File: src/rtl/btn_pkg.sv
// Shared definitions for the button event decoder.
//   state_t   : decoder FSM states
//   EVT_*     : 3-bit event codes presented on evt_code
//   CNT_W     : width of the slow-tick counter
package btn_pkg;

   typedef enum logic [2:0] {
      IDLE      = 3'd0,
      PRESS1    = 3'd1,
      LONG_HELD = 3'd2,
      WAIT2     = 3'd3,
      PRESS2    = 3'd4
   } state_t;

   localparam logic [2:0] EVT_NONE   = 3'b000;
   localparam logic [2:0] EVT_SHORT  = 3'b001;
   localparam logic [2:0] EVT_LONG   = 3'b010;
   localparam logic [2:0] EVT_DOUBLE = 3'b011;
   localparam logic [2:0] EVT_REPEAT = 3'b100;

   localparam int CNT_W = 16;

endpackage

File: src/rtl/evt_buffer.sv
// One-entry valid/ready holding register for decoded button events.
// Ports:
//   clk_i     : clock (rising edge)
//   rst_i     : synchronous active-high reset
//   push_i    : a new event fires this cycle
//   code_i    : code of the new event
//   ready_i   : consumer accepts the held event when valid_o is also high
//   valid_o   : an event is held
//   code_o    : held event code, 000 when empty
//   dropped_o : one-cycle pulse when a new event was discarded (buffer full)
module evt_buffer (
   input  logic       clk_i,
   input  logic       rst_i,
   input  logic       push_i,
   input  logic [2:0] code_i,
   input  logic       ready_i,
   output logic       valid_o,
   output logic [2:0] code_o,
   output logic       dropped_o
);

   logic       valid_q, valid_d;
   logic [2:0] code_q, code_d;
   logic       dropped_q, dropped_d;

   always_comb begin
      valid_d   = valid_q;
      code_d    = code_q;
      dropped_d = 1'b0;
      if (push_i) begin
         // A full buffer only takes the new event when the old one leaves
         // on this same cycle; otherwise the held event wins.
         if (!valid_q || ready_i) begin
            valid_d = 1'b1;
            code_d  = code_i;
         end else begin
            dropped_d = 1'b1;
         end
      end else if (valid_q && ready_i) begin
         valid_d = 1'b0;
         code_d  = 3'b000;
      end
   end

   always_ff @(posedge clk_i) begin
      if (rst_i) begin
         valid_q   <= 1'b0;
         code_q    <= 3'b000;
         dropped_q <= 1'b0;
      end else begin
         valid_q   <= valid_d;
         code_q    <= code_d;
         dropped_q <= dropped_d;
      end
   end

   assign valid_o   = valid_q;
   assign code_o    = code_q;
   assign dropped_o = dropped_q;

endmodule

File: src/rtl/button_event_decoder.sv
// Decodes a debounced button level into SHORT / LONG / DOUBLE (and optionally
// REPEAT) events, timed in slow_clk ticks, and hands them to a one-entry
// valid/ready buffer.
// Ports:
//   regular_clk : system clock (rising edge)
//   reset       : synchronous active-high reset
//   slow_clk    : one-cycle tick enable
//   btn_level   : debounced button level, 1 = pressed
//   evt_valid   : event pending
//   evt_code    : event code, 000 when nothing pending
//   evt_ready   : consumer accept
//   evt_dropped : pulse when an event is discarded because the buffer is full
// Configuration macro:
//   BTN_AUTOREPEAT_EN : emit REPEAT every REPEAT_TICKS while held after LONG.
module button_event_decoder
   import btn_pkg::*;
#(
   parameter int unsigned LONG_TICKS   = 200,
   parameter int unsigned DOUBLE_TICKS = 60,
   parameter int unsigned REPEAT_TICKS = 40
) (
   input  logic       regular_clk,
   input  logic       reset,
   input  logic       slow_clk,
   input  logic       btn_level,
   output logic       evt_valid,
   output logic [2:0] evt_code,
   input  logic       evt_ready,
   output logic       evt_dropped
);

   localparam logic [CNT_W-1:0] LONG_LIM   = CNT_W'(LONG_TICKS);
   localparam logic [CNT_W-1:0] DOUBLE_LIM = CNT_W'(DOUBLE_TICKS);
   localparam logic [CNT_W-1:0] CNT_MAX    = '1;
`ifdef BTN_AUTOREPEAT_EN
   localparam logic [CNT_W-1:0] REPEAT_LIM = CNT_W'(REPEAT_TICKS);
`endif

   state_t           state_q, state_d;
   logic [CNT_W-1:0] cnt_q, cnt_d;
   logic             fire;
   logic [2:0]       fire_code;
   logic             rpt_clr;

   always_comb begin
      state_d   = state_q;
      fire      = 1'b0;
      fire_code = EVT_NONE;
      rpt_clr   = 1'b0;
      unique case (state_q)
         IDLE: begin
            if (btn_level) state_d = PRESS1;
         end
         PRESS1: begin
            // A release seen on the same cycle the limit is reached still
            // counts as a short press.
            if (!btn_level) begin
               state_d = WAIT2;
            end else if (cnt_q >= LONG_LIM) begin
               fire      = 1'b1;
               fire_code = EVT_LONG;
               state_d   = LONG_HELD;
            end
         end
         LONG_HELD: begin
            if (!btn_level) begin
               state_d = IDLE;
`ifdef BTN_AUTOREPEAT_EN
            end else if (cnt_q >= REPEAT_LIM) begin
               fire      = 1'b1;
               fire_code = EVT_REPEAT;
               rpt_clr   = 1'b1;
`endif
            end
         end
         WAIT2: begin
            // A second press beats the timeout on the same cycle.
            if (btn_level) begin
               state_d = PRESS2;
            end else if (cnt_q >= DOUBLE_LIM) begin
               fire      = 1'b1;
               fire_code = EVT_SHORT;
               state_d   = IDLE;
            end
         end
         PRESS2: begin
            if (!btn_level) begin
               fire      = 1'b1;
               fire_code = EVT_DOUBLE;
               state_d   = IDLE;
            end
         end
         default: state_d = IDLE;
      endcase

      // The counter measures time spent in the current state (or since the
      // last REPEAT), so any transition restarts it.
      if ((state_d != state_q) || rpt_clr) begin
         cnt_d = '0;
      end else if (slow_clk && (cnt_q != CNT_MAX)) begin
         cnt_d = cnt_q + 1'b1;
      end else begin
         cnt_d = cnt_q;
      end
   end

   always_ff @(posedge regular_clk) begin
      if (reset) begin
         state_q <= IDLE;
         cnt_q   <= '0;
      end else begin
         state_q <= state_d;
         cnt_q   <= cnt_d;
      end
   end

   evt_buffer u_evt_buffer (
      .clk_i     (regular_clk),
      .rst_i     (reset),
      .push_i    (fire),
      .code_i    (fire_code),
      .ready_i   (evt_ready),
      .valid_o   (evt_valid),
      .code_o    (evt_code),
      .dropped_o (evt_dropped)
   );

endmodule
File: config.mk
export PLATFORM = sky130hd
export DESIGN_NAME = button_event_decoder
export DESIGN_NICKNAME = d
export VERILOG_FILES = /design/src/rtl/btn_pkg.sv /design/src/rtl/evt_buffer.sv /design/src/rtl/button_event_decoder.sv
export SDC_FILE = /design/constraint.sdc
export NUM_CORES = 1
export LEC_CHECK = 0
export ABC_AREA = 0
export BUFFER_PORTS_ARGS = -buffer_cell sky130_fd_sc_hd__buf_2
export CORE_MARGIN = 1
export CORE_UTILIZATION = 30
export DETAILED_ROUTE_END_ITERATION = 12
export PLACE_DENSITY = 0.52
export SLEW_MARGIN = 40
export SYNTH_ARGS = -nofsm -noshare
export SYNTH_HDL_FRONTEND = slang
export SYNTH_HIERARCHICAL = 1
export SYNTH_SLANG_ARGS = --single-unit
File: constraint.sdc
create_clock -name regular_clk -period 2.3 [get_ports regular_clk]
set_input_delay 0.46 -clock regular_clk [delete_from_list [all_inputs] [get_ports regular_clk]]
set_output_delay 0.46 -clock regular_clk [all_outputs]
set_load 0.05 [all_outputs]
# ---- Word level (Yosys, flattened, before mapping)
# Cells that the tools add are included.
dict set report totals {
  ff_bits 24
  in_bits 5
}
dict set report op_classes {
  add_sub_neg 1
  order_cmp 2
  eq_ne 7
  n_mux 26
  bitwise_logic 1
  reduce_logical 10
}
# cell count
set ops {}
lappend ops {{$mux W3} 9}
lappend ops {{$add A16 B1 Y16 const B} 1}
lappend ops {{$ge A16 B6 Y1 const B} 1}
lappend ops {{$ge A16 B8 Y1 const B} 1}
lappend ops {{$ne A16 B16 Y1 const B} 1}
lappend ops {{$pmux W3 S4} 1}
lappend ops {{$mux W1} 11}
lappend ops {{$eq A3 B2 Y1 const B} 2}
lappend ops {{$mux W2} 3}
lappend ops {{$pmux W2 S3} 1}
lappend ops {{$reduce_or A2 Y1} 3}
lappend ops {{$eq A3 B1 Y1 const B} 1}
lappend ops {{$eq A3 B3 Y1 const B} 1}
lappend ops {{$logic_not A3 Y1} 1}
lappend ops {{$ne A3 B3 Y1} 1}
lappend ops {{$pmux W1 S3} 1}
lappend ops {{$logic_and A1 B1 Y1} 2}
lappend ops {{$ne A2 B1 Y1 const B} 1}
lappend ops {{$reduce_and A2 Y1} 1}
lappend ops {{$reduce_bool A2 Y1} 1}
lappend ops {{$logic_not A1 Y1} 1}
lappend ops {{$logic_or A1 B1 Y1} 1}
lappend ops {{$not A1 Y1} 1}

# ---- Logic depth before layout (Yosys ltp)
dict set report depth {
  word_depth 6
  ltp_mapped 9
  ltp_nobuf 7
}

# ---- Modules after synthesis
# The synthesis kept the hierarchy.
# mod n_inst cells_each area_each_um2 seq_area_each_um2
set by_module_without_submodules {}
lappend by_module_without_submodules {button_event_decoder 1 153 1350.0 380.4}
lappend by_module_without_submodules {evt_buffer 1 22 225.2 100.1}

# ---- Least setup slack after synthesis
# OpenSTA, ideal clock, no wires.
dict set report synth_timing {
  path_type {reg2reg}
  start {reg cnt_q[3]}
  end {reg u_evt_buffer.code_q[0] (netlist: u_evt_buffer/code_o[0])}
  t_arrival_ns 1.842
  required_ns 2.230
  setup_slack_ns 0.388
  stages_incl_launch_ff 9
  cell_sequence {dfxtp_1 > o311ai_0 > a31oi_1 > a22oi_1 > o2bb2ai_1 > buf_6 > mux2i_1 > or2_0 > a21oi_1}
}
dict set report synth_between {
  elab_chain_cells 6
  elab_cells_between_ends 15
}
# item line_no
set synth_lines {}
lappend synth_lines {{from (decl)} button_event_decoder.sv:40} ;# logic [CNT_W-1:0] cnt_q, cnt_d;
lappend synth_lines {{from (signal assigned)} button_event_decoder.sv:113} ;# cnt_q <= cnt_d;
lappend synth_lines {{$ge A16 B6 Y1 / $ge A16 B8 Y1 (equally long branches)} {button_event_decoder.sv:80, button_event_decoder.sv:59}}
lappend synth_lines {{$mux W1, on equally long branches} {button_event_decoder.sv:80, button_event_decoder.sv:59}}
lappend synth_lines {{$mux W1, on equally long branches} {button_event_decoder.sv:78, button_event_decoder.sv:57}}
lappend synth_lines {{$pmux W1 S3 (*)} button_event_decoder.sv:50} ;# unique case (state_q)
lappend synth_lines {{named net fire} button_event_decoder.sv:41} ;# logic fire;
lappend synth_lines {{$ne A2 B1 Y1 (no line) / $reduce_bool A2 Y1 (equally long branches)} --}
lappend synth_lines {{$reduce_and A2 Y1 (no line)} --}
lappend synth_lines {{to (signal assigned)} evt_buffer.sv:52} ;# code_q <= code_d;
lappend synth_lines {{to (decl)} evt_buffer.sv:23} ;# logic [2:0] code_q, code_d;
# The timed path passes the listed nets; every way through them passes the cells marked *. The select of a mux whose other input is x is not followed.
# A chain may end at the register's enable or synchronous reset.

# ---- Final worst setup path
dict set report layout_timing {
  start {reg cnt_q[15]}
  end {reg u_evt_buffer.code_q[0] (netlist: u_evt_buffer/code_o[0])}
}
# Same word-level chain as after synthesis.

==> flow_metrics.env <==
export IMPL_status="finished, final reports clean"
export IMPL_synth_warnings=6
export IMPL_cts_clk_slew_worst_paths_ps=90
export IMPL_antenna_cells=0
export IMPL_synthArstFlopShare_pct=0
export IMPL_synth_area_um2=1580
export IMPL_cts_setup_buffers=0
export IMPL_synth_simple_area_share_pct=32.1
export IMPL_antenna_found_initial=0
export IMPL_synth_top_area_share_pct=30.5
export IMPL_hold_path_class="in2reg"
export IMPL_syn_to_final_growth_pct=12.3
export IMPL_io_buffers=9
export IMPL_tritoncts="yes"
export IMPL_detail_route_antenna_nets=0
export IMPL_drtPass1Iterations=4
export IMPL_slew_violations=0
export IMPL_synth_xor_area_share_pct=0
export IMPL_fp_coreArea_um2=5070
export IMPL_postCtsHoldBufs=0
export IMPL_via_per_inst=5.25
export IMPL_start_kind="flip-flop"
export IMPL_fin_tns_setup_ps=0
export IMPL_htree_levels=1
export IMPL_post_cts_resize_count=0
export IMPL_grt_pass1_wl_um=5800
export IMPL_layout_drive_gt1_share_pct=24.5
export IMPL_nFillCells=561
export IMPL_synthTopCellsByArea="dfxtp_1 31%, a211oi_2 7.9%, nor2_1 3.6%"
export IMPL_syn_inst=175
export IMPL_clockBufferDepth=2
export IMPL_cts_root_buffer="clkbuf_8"
export IMPL_max_vdd_ir_drop_mv=0.351
export IMPL_grt_pass1_vias=1221
export IMPL_ys_types=52
export IMPL_clk_latency_ps=270
export IMPL_drt_iter0_markers=69
export IMPL_ys_seq_elements=24
export IMPL_max_cap_violations=0
export IMPL_timing_final_hold_violations=0
export IMPL_num_io_pins=10
export IMPL_initial_core_util_pct=31.0
export IMPL_cts_sinks=24
export IMPL_setup_ws_ps=268
export IMPL_synth_area_per_cell_um2=9.00
export IMPL_drc=0
export IMPL_rsz0062_at_grt="no"
export IMPL_synth_edf_count=0
export IMPL_slew_headroom_pct=57.6
export IMPL_synth_mux_area_share_pct=1.91
export IMPL_preCtsSetupSlack_ps=136
export IMPL_ys_seq_area_share_pct=30.5
export IMPL_skew_ps=1.84
export IMPL_leakage_uw=0.000549
export IMPL_layout_nets=196
export IMPL_num_vias=1355
export IMPL_synth_top_flop_cell="dfxtp_1"
export IMPL_synth_adder_area_share_pct=1.59
export IMPL_gp_congestion=0.759
export IMPL_die_w_um=74.5
export IMPL_yosys_area_top_type="dfxtp_1"
export IMPL_worst_setup_path_end_kind="flip-flop"
export IMPL_dp_hpwl_um=2480
export IMPL_worstPathArrival_ps=2240
export IMPL_dieArea_um2=5540
export IMPL_die_height_um=74.5
export IMPL_period_needed_ps=2030
export IMPL_path_max_fanout=8
export IMPL_worstMarginPinSlew_ps=634
export IMPL_synth_compound_area_share_pct=28.2
export IMPL_synth_top_family_by_area="simple AND/OR/NAND/NOR gates"
export IMPL_wirelength_um=3490
export IMPL_worstPathRequired_ps=2510
export IMPL_gr_total_overflow=0
export IMPL_setup_viol=0
export IMPL_power_density_nw_per_um2=453
export IMPL_clock_fmax_mhz=492
export IMPL_num_rows=26
export IMPL_wl_per_cell_um=13.5
export IMPL_grt_use_total_pct=13.4
export IMPL_period_share_pct=88.4
export IMPL_grt_max_degree=17
export IMPL_cts_buffers=3
export IMPL_path_class="reg2reg"
==> power breakdown <==
part	leakage, uW	switching (uW)	internal (uW)	total, uW
Clock	0.0000288	141	153	293
Sequential	0.000194	10.8	420	431
Combinational	0.000326	50.2	27.2	77.4
==> layout make-up <==
type / instances / area [um^2] / area share (%)
Clock buffer: 4 / 55.1 / 3.11
Inverter: 7 / 26.3 / 1.49
Multi-Input combinational cell: 138 / 1030 / 58.2
Sequential cell: 24 / 480 / 27.2
Tap cell: 70 / 87.6 / 4.95
Timing Repair Buffer: 15 / 90.1 / 5.09
==> Yosys cell counts (all sizes together), types with 2 or more instances <==
| library cell | number |
|---|---|
| and3b | 2 |
| mux2i | 3 |
| nor2 | 15 |
| or3 | 5 |
| nor3 | 4 |
| o41ai | 2 |
| nand2 | 6 |
| and3 | 4 |
| nor2b | 2 |
| a21oi | 9 |
| o211ai | 2 |
| a31oi | 2 |
| nor4 | 6 |
| a211oi | 13 |
| ha | 2 |
| or2 | 4 |
| buf | 4 |
| clkbuf | 3 |
| o31ai | 5 |
| inv | 7 |
| o21ai | 7 |
| nand3 | 9 |
| nand4 | 5 |
| a32oi | 3 |
| nand3b | 2 |
| dfxtp | 24 |
| a2111oi | 2 |
| or4 | 5 |
| and4 | 2 |
| nand2b | 4 |
==> critical path: stages (launching register included) <==
cell       delay [ps]
dfxtp_1           390
nor4_4            400
nand4_2           240
a22oi_1           250
o2bb2ai_2         180
mux2i_1           140
or2_0             220
a21oi_1           140
==> flip-flops by register name (all words and copies together), names as in the netlist <==
name                    count
cnt_q                      16
state_q                     3
u_evt_buffer/code_o         3
u_evt_buffer/dropped_o      1
u_evt_buffer/valid_o        1
==> per-layer routing <==
metal  share of wire (%)  GRT usage (%)  wire [um]  vias up
li1                    -              -          -      707
met1                  50           17.9       1750      636
met2                  48           22.3       1660       10
met3                 1.7           2.85         60        2
met4                0.63           2.52         22        0
met5                   0              0          0        -
==> per-stage QoR <==
step                      hold WS, ps  utilization (%)  power (uW)  cell area (um^2)  cells
after floorplan                   490                -         502              1580    176
after global placement            528             33.5         517              1700    254
after detailed placement          527             33.7         519              1710    254
after CTS                         455             34.7         815              1760    258
after global routing              453             34.9         836              1770    258
final                             453             34.9         802              1770    258
==> layout by cell type (no fill, tap or decap), types with 3 or more instances in the layout <==
master     n
dfxtp_1   24
nor2_1    15
a211oi_2  10
a21oi_1    9
nand3_1    9
buf_2      9
inv_1      7
o21ai_0    7
nand2_1    6
buf_4      6
or3_1      5
o31ai_1    5
nand2b_1   4
nand4_1    4
and3_1     4
nor3_1     4
or4_1      4
clkbuf_8   4
a211oi_1   3
a32oi_1    3
mux2i_1    3
or2_0      3
==> final timing paths <==
kind,start,cells after the start,endpoint,slack [ps]
min reg2reg,cnt_q[4],2,cnt_q[4],550
max,cnt_q[15],7,u_evt_buffer/code_o[0],270
min,reset,2,u_evt_buffer/code_o[2],450
max reg2reg,cnt_q[15],7,u_evt_buffer/code_o[0],270
==> logic make-up (layout without fill, tap and decap cells) <==
kind of cell,after synthesis,after routing
multiplexers,3,3
other,1,2
flip-flops,24,24
adder cells (fa/ha/maj),2,2
AND/OR/NAND/NOR,79,79
AO/OA/AOI/OAI,52,52
buffers and inverters,14,26
Note: power is estimated with default switching activity, not from simulation.
